`config.mk`:
```
export PLATFORM = sky130hd
export DESIGN_NAME = vga_timing_flat
export DESIGN_NICKNAME = d
export VERILOG_FILES = /design/src/rtl/vga_timing_if.sv /design/src/rtl/vga_timing.sv /design/src/flat_wrapper.sv
export SDC_FILE = /design/constraint.sdc
export NUM_CORES = 1
export LEC_CHECK = 0
export ABC_CLOCK_PERIOD_IN_PS = 2900
export BUFFER_PORTS_ARGS = -buffer_cell sky130_fd_sc_hd__buf_2
export CORE_MARGIN = 5
export CORE_UTILIZATION = 55
export CTS_CLUSTER_SIZE = 28
export DETAILED_ROUTE_END_ITERATION = 7
export PLACE_DENSITY_LB_ADDON = 0.2
export SLEW_MARGIN = 15
export SYNTH_ARGS = -nofsm -noshare
export SYNTH_HDL_FRONTEND = slang
export SYNTH_SLANG_ARGS = --single-unit
```
`constraint.sdc`:
```
create_clock -name clk -period 2.9 [get_ports clk]
set_clock_uncertainty 0.05 [all_clocks]
set_input_delay 0.29 -clock clk [delete_from_list [all_inputs] [get_ports clk]]
set_output_delay 0.29 -clock clk [all_outputs]
set_load 0.03 [all_outputs]
```
`src/rtl/vga_timing_if.sv`:
```
// ---------------------------------------------------------------------------
// vga_timing_if
// Groups the timing outputs of vga_timing into one bundle.
//   pix_en      one-clk pulse per pixel slot
//   x, y        current pixel / line counters (10 bits each)
//   hsync       horizontal sync, active-low, pipeline aligned
//   vsync       vertical sync, active-low, pipeline aligned
//   blank_n     high inside the visible area, pipeline aligned
//   frame_start one-clk pulse when the counters wrap to (0,0)
// master: the timing generator drives the bundle.
// slave : a downstream pixel/RGB stage consumes it.
// ---------------------------------------------------------------------------
interface vga_timing_if;
    logic       pix_en;
    logic [9:0] x;
    logic [9:0] y;
    logic       hsync;
    logic       vsync;
    logic       blank_n;
    logic       frame_start;

    modport master (
        output pix_en, x, y, hsync, vsync, blank_n, frame_start
    );

    modport slave (
        input pix_en, x, y, hsync, vsync, blank_n, frame_start
    );
endinterface

```
`src/rtl/vga_timing.sv`:
```
// ---------------------------------------------------------------------------
// vga_timing
// Free-running VGA raster timing generator. A clock divider produces one
// pix_en pulse every CLK_DIV clk cycles; on each pulse the x/y counters
// advance through an H_TOTAL x V_TOTAL raster. Sync and blank are decoded
// from x/y and delayed by PIPE_DELAY clk cycles so they line up with a
// registered RGB stage downstream.
//
// Ports
//   clk    input   system clock (single clock domain)
//   rst_n  input   asynchronous active-low reset
//   vga    master  timing bundle (pix_en, x, y, hsync, vsync, blank_n,
//                  frame_start)
//
// Parameters
//   HRES/VRES                 visible pixels / lines
//   H_FP/H_SYNC/H_BP          horizontal porch and sync widths (pixels)
//   V_FP/V_SYNC/V_BP          vertical porch and sync widths (lines)
//   CLK_DIV                   clk cycles per pixel, 1..16
//   PIPE_DELAY                clk delay on hsync/vsync/blank_n, 0..7
// H_TOTAL and V_TOTAL must not exceed 1024 (10-bit counters).
// ---------------------------------------------------------------------------
module vga_timing #(
    parameter int HRES       = 640,
    parameter int VRES       = 480,
    parameter int H_FP       = 16,
    parameter int H_SYNC     = 96,
    parameter int H_BP       = 48,
    parameter int V_FP       = 10,
    parameter int V_SYNC     = 2,
    parameter int V_BP       = 33,
    parameter int CLK_DIV    = 2,
    parameter int PIPE_DELAY = 1
) (
    input  logic          clk,
    input  logic          rst_n,
    vga_timing_if.master  vga
);

    localparam int H_TOTAL = HRES + H_FP + H_SYNC + H_BP;
    localparam int V_TOTAL = VRES + V_FP + V_SYNC + V_BP;

    // All compare constants are pre-sized to the counter width.
    localparam logic [9:0] H_MAX    = 10'(H_TOTAL - 1);
    localparam logic [9:0] V_MAX    = 10'(V_TOTAL - 1);
    localparam logic [9:0] H_VIS    = 10'(HRES);
    localparam logic [9:0] V_VIS    = 10'(VRES);
    localparam logic [9:0] HS_START = 10'(HRES + H_FP);
    localparam logic [9:0] HS_END   = 10'(HRES + H_FP + H_SYNC);
    localparam logic [9:0] VS_START = 10'(VRES + V_FP);
    localparam logic [9:0] VS_END   = 10'(VRES + V_FP + V_SYNC);
    localparam logic [3:0] DIV_MAX  = 4'(CLK_DIV - 1);

    logic [3:0] div_cnt;
    logic       pix_en_q;
    logic [9:0] x_q;
    logic [9:0] y_q;
    logic       frame_start_q;
    logic       hs_raw;
    logic       vs_raw;
    logic       bl_raw;
    logic       hsync_d;
    logic       vsync_d;
    logic       blank_d;

    // Pixel-rate divider. pix_en is registered from the terminal count, so
    // the first pulse appears CLK_DIV edges after reset release.
    always_ff @(posedge clk or negedge rst_n) begin
        if (!rst_n) begin
            div_cnt  <= 4'd0;
            pix_en_q <= 1'b0;
        end else begin
            if (div_cnt == DIV_MAX) begin
                div_cnt <= 4'd0;
            end else begin
                div_cnt <= div_cnt + 4'd1;
            end
            pix_en_q <= (div_cnt == DIV_MAX);
        end
    end

    // Raster counters. frame_start is raised on the same edge that wraps
    // (H_MAX, V_MAX) to (0,0), so it is high exactly while the counters
    // first read (0,0); the reset-time (0,0) never produces a pulse.
    always_ff @(posedge clk or negedge rst_n) begin
        if (!rst_n) begin
            x_q           <= 10'd0;
            y_q           <= 10'd0;
            frame_start_q <= 1'b0;
        end else begin
            frame_start_q <= 1'b0;
            if (pix_en_q) begin
                if (x_q == H_MAX) begin
                    x_q <= 10'd0;
                    if (y_q == V_MAX) begin
                        y_q           <= 10'd0;
                        frame_start_q <= 1'b1;
                    end else begin
                        y_q <= y_q + 10'd1;
                    end
                end else begin
                    x_q <= x_q + 10'd1;
                end
            end
        end
    end

    always_comb begin
        hs_raw = !((x_q >= HS_START) && (x_q < HS_END));
        vs_raw = !((y_q >= VS_START) && (y_q < VS_END));
        bl_raw = (x_q < H_VIS) && (y_q < V_VIS);
    end

    generate
        if (PIPE_DELAY == 0) begin : g_no_delay
            // Counters reset to (0,0), which is a visible pixel, so blank
            // is gated by reset to keep blank_n low while rst_n is low.
            assign hsync_d = hs_raw;
            assign vsync_d = vs_raw;
            assign blank_d = bl_raw & rst_n;
        end else begin : g_delay
            logic [PIPE_DELAY-1:0] hs_pipe;
            logic [PIPE_DELAY-1:0] vs_pipe;
            logic [PIPE_DELAY-1:0] bl_pipe;

            // Stage 0 takes the raw decode; each later stage shifts by one.
            always_ff @(posedge clk or negedge rst_n) begin
                if (!rst_n) begin
                    hs_pipe <= '1;
                    vs_pipe <= '1;
                    bl_pipe <= '0;
                end else begin
                    hs_pipe[0] <= hs_raw;
                    vs_pipe[0] <= vs_raw;
                    bl_pipe[0] <= bl_raw;
                    for (int i = 1; i < PIPE_DELAY; i++) begin
                        hs_pipe[i] <= hs_pipe[i-1];
                        vs_pipe[i] <= vs_pipe[i-1];
                        bl_pipe[i] <= bl_pipe[i-1];
                    end
                end
            end

            assign hsync_d = hs_pipe[PIPE_DELAY-1];
            assign vsync_d = vs_pipe[PIPE_DELAY-1];
            assign blank_d = bl_pipe[PIPE_DELAY-1];
        end
    endgenerate

    assign vga.pix_en      = pix_en_q;
    assign vga.x           = x_q;
    assign vga.y           = y_q;
    assign vga.hsync       = hsync_d;
    assign vga.vsync       = vsync_d;
    assign vga.blank_n     = blank_d;
    assign vga.frame_start = frame_start_q;

endmodule

```
`src/flat_wrapper.sv`:
```
// flat-port wrapper written by rule: the top's interface ports become plain ports
module vga_timing_flat 
#(
    parameter int HRES       = 640,
    parameter int VRES       = 480,
    parameter int H_FP       = 16,
    parameter int H_SYNC     = 96,
    parameter int H_BP       = 48,
    parameter int V_FP       = 10,
    parameter int V_SYNC     = 2,
    parameter int V_BP       = 33,
    parameter int CLK_DIV    = 2,
    parameter int PIPE_DELAY = 1
)
  (clk, rst_n, vga_pix_en, vga_x, vga_y, vga_hsync, vga_vsync, vga_blank_n, vga_frame_start);
  vga_timing_if vga_i ();
  input  logic clk;
  input  logic rst_n;
  output wire logic [$bits(vga_i.pix_en)-1:0] vga_pix_en;
  output wire logic [$bits(vga_i.x)-1:0] vga_x;
  output wire logic [$bits(vga_i.y)-1:0] vga_y;
  output wire logic [$bits(vga_i.hsync)-1:0] vga_hsync;
  output wire logic [$bits(vga_i.vsync)-1:0] vga_vsync;
  output wire logic [$bits(vga_i.blank_n)-1:0] vga_blank_n;
  output wire logic [$bits(vga_i.frame_start)-1:0] vga_frame_start;
  assign vga_pix_en = vga_i.pix_en;
  assign vga_x = vga_i.x;
  assign vga_y = vga_i.y;
  assign vga_hsync = vga_i.hsync;
  assign vga_vsync = vga_i.vsync;
  assign vga_blank_n = vga_i.blank_n;
  assign vga_frame_start = vga_i.frame_start;
  vga_timing #(.HRES(HRES), .VRES(VRES), .H_FP(H_FP), .H_SYNC(H_SYNC), .H_BP(H_BP), .V_FP(V_FP), .V_SYNC(V_SYNC), .V_BP(V_BP), .CLK_DIV(CLK_DIV), .PIPE_DELAY(PIPE_DELAY)) u_core (.clk(clk), .rst_n(rst_n), .vga(vga_i));
endmodule
```
==> metrics.csv <==
metric,value,unit
num_antenna_cells,0,
syn-instance-count,137,
nets,175,
h-tree-depth,2,
p_leak,0.796,nW
setup_tns,0,ns
power_frac_comb,0.013,
cts_hold_buf,1,
cts.sinks,29,
port_buffers,26,
area_growth,15.7,%
layout.cells.non_filler,200,
vias,1145,
cp_max_fo,8,
yosys.area_share.simple,0.259,
avgSynthCellArea,10.2,sq um
die_x,60.5,microns
fmax,552,MHz
ys_seq_elements,29,
rows,18,
outcome,"complete, no violations",
drive_gt1_frac,0.241,
hold_class,reg -> reg,
p_int,0.498,mW
startpoint_type,register,
placed_cells,191,
synth_top_area_frac,0.482,
irDropWorstVdd,0.000436,V
antenna_found_initial,0,
synth.distinct_cells,36,
worst_pin_slew,0.611,ns
firstDrtPassIters,4,
synth_top_family_by_area,simple AND/OR/NAND/NOR gates,
worstReg2RegEnd,u_core.vga.y[5],
grt_max_degree,30,
root_buffer,clkbuf_4,
worst_ep_arrival_time,1.99,ns
syn-cell-area,1400,sq um
clockPowerShare,0.361,
grt_util_all_layers,0.185,
final_cell_area,1620,sq um
synth_nets,143,
cp-end-kind,register,
r2r_start,u_core.vga.x[5],
synth-xor-area-share,0.0624,
hp-start,u_core.div_cnt[3],
synth_area_leaders,"dfrtp_1, xnor2_1, dfstp_2",
p_sw,0.149,mW
routabilityCongestion,0.833,
worst_r2r_path_depth,4,
period_needed,1.81,ns
hold-worst-slack,0.433,ns
dpl_cell_area,1560,sq um
async_flop_share,1.00,
start_util,0.571,
min_to,u_core.vga.pix_en,
crit_type,reg -> reg,
min_path_cells,1,
antenna_left,0,
cts_tree,yes,
hold_viol,0,
die_area,3660,sq um
yosysWarningCount,0,
synth_mux_area_frac,0,
p_per_area,398,nW/um^2
die_h,60.5,microns
drc,0,
clk_latency,0.32,ns
drt-initial-drc-count,42,
finalCritPeriodShare,0.625,
synth_edf_count,0,
wl_per_cell,14.4,microns
coreArea,2450,sq um
io_pins,27,
wl,2890,microns
synthFlopType,dfrtp_1,
synth_compound_area_frac,0.0910,
vias_per_cell,5.73,
p_sw_frac,0.230,
clkSlewWorstSetupHoldPaths,0.10,ns
grt_first_pass_wirelength,5040,microns
drv_cap,0,
power_frac_seq,0.625,
postCtsSetupBuffers,0,
final_cell_mix,"dfrtp_1, buf_2, nand2_1, inv_1, o21ai_0",
numCtsBuffers,5,
layout_commonest_cell,dfrtp_1,
synth_area_leader_cell,dfrtp_1,
setup_viol,0,
report.final.slew_viol_count,0,
first_global_vias,1123,
nFillCells,215,
r2r_slack,1.09,ns
cts_resized,0,
ys_seq_area_frac,0.519,
relSlewSlack,0.593,
rsz0062_at_grt,no,
synth_fa_ha_area_frac,0.0357,
overflow,0,
required,3.08,ns
dpl.hpwl,2100,microns
clock_path_buffers,2,
-- stage by stage --
step	util	power (mW)	setup slack, ns
2_1_floorplan	-	0.412	1.06
3_3_place_gp	0.636	0.420	1.19
3_5_place_dp	0.636	0.420	1.13
4_1_cts	0.661	0.651	1.11
5_1_grt	0.661	0.678	0.954
6_report	0.661	0.647	1.09
-- final cells by class --
type / count / area (sq um) / share of cell area
timing repair buffer: 27 / 140 / 0.0864
multi-input combinational: 96 / 628 / 0.387
clock buffer: 6 / 41.3 / 0.0254
sequential: 29 / 728 / 0.449
inverter: 10 / 37.5 / 0.0231
tap: 30 / 37.5 / 0.0231
clock inverter: 2 / 10.0 / 0.00617
-- state kept, by name, summed over array words and instances (netlist names) --
signal / flops
u_core.vga.x: 10
u_core.vga.y: 10
u_core.div_cnt: 4
u_core.vga.blank_n: 1
u_core.vga.frame_start: 1
u_core.vga.hsync: 1
u_core.vga.pix_en: 1
u_core.vga.vsync: 1
-- critical path, cell delays in order (launching register included) --
cell and delay, ns:
dfrtp_1 0.47, and4bb_2 0.40, and4b_1 0.35, nand2_1 0.18
o31ai_1 0.27
-- power by group through the flow --
stage | Combinational (mW) | Sequential, mW | Clock [mW]
after floorplan | 0.000000261 | 0.412 | 0
after global placement | 0.00836 | 0.412 | 0
after detailed placement | 0.00840 | 0.412 | 0
after CTS | 0.00930 | 0.404 | 0.238
after global routing | 0.0105 | 0.404 | 0.263
final | 0.00862 | 0.404 | 0.234
-- worst max path at each step --
stage                          startpoint              end  slack (ns)  cells past startpoint
final                     u_core.vga.x[5]  u_core.vga.y[5]        1.09                      4
after global routing      u_core.vga.x[0]  u_core.vga.y[5]        0.95                      5
after CTS                 u_core.vga.x[5]  u_core.vga.y[5]        1.11                      4
after detailed placement  u_core.vga.x[5]  u_core.vga.y[5]        1.13                      4
after global placement    u_core.vga.x[0]  u_core.vga.y[3]        1.19                      5
after floorplan           u_core.vga.x[0]  u_core.vga.y[3]        1.06                      5
-- routing by layer --
metal  part of all wire  vias to the layer above  track usage
li1                   -                      553            -
met1               0.48                      568        0.241
met5                  0                        -            0
met4              0.010                        0       0.0681
met3              0.045                        4       0.0574
met2               0.47                       20        0.292
-- cells by family (layout without fill, tap and decap cells) --
| family | after synthesis | count (layout) |
|---|---|---|
| adder cells (fa/ha/maj) | 4 | 4 |
| buffers and inverters | 12 | 45 |
| XOR/XNOR | 10 | 10 |
| flip-flops | 29 | 29 |
| AND/OR/NAND/NOR | 61 | 61 |
| AO/OA/AOI/OAI | 21 | 21 |
-- synthesized netlist by cell type (all sizes together), types with 2 or more instances --
master,count
nand2,13
and3,4
inv,10
ha,4
o31ai,2
o22ai,3
or4,2
or3,3
xnor2,8
a21oi,2
nand4,7
nor3b,2
xor2,2
and4,2
o21ai,9
nand3,7
dfstp,2
nor2,7
nand2b,3
dfrtp,27
nor3,4
o211ai,2
Note: power is estimated with default switching activity, not from simulation.
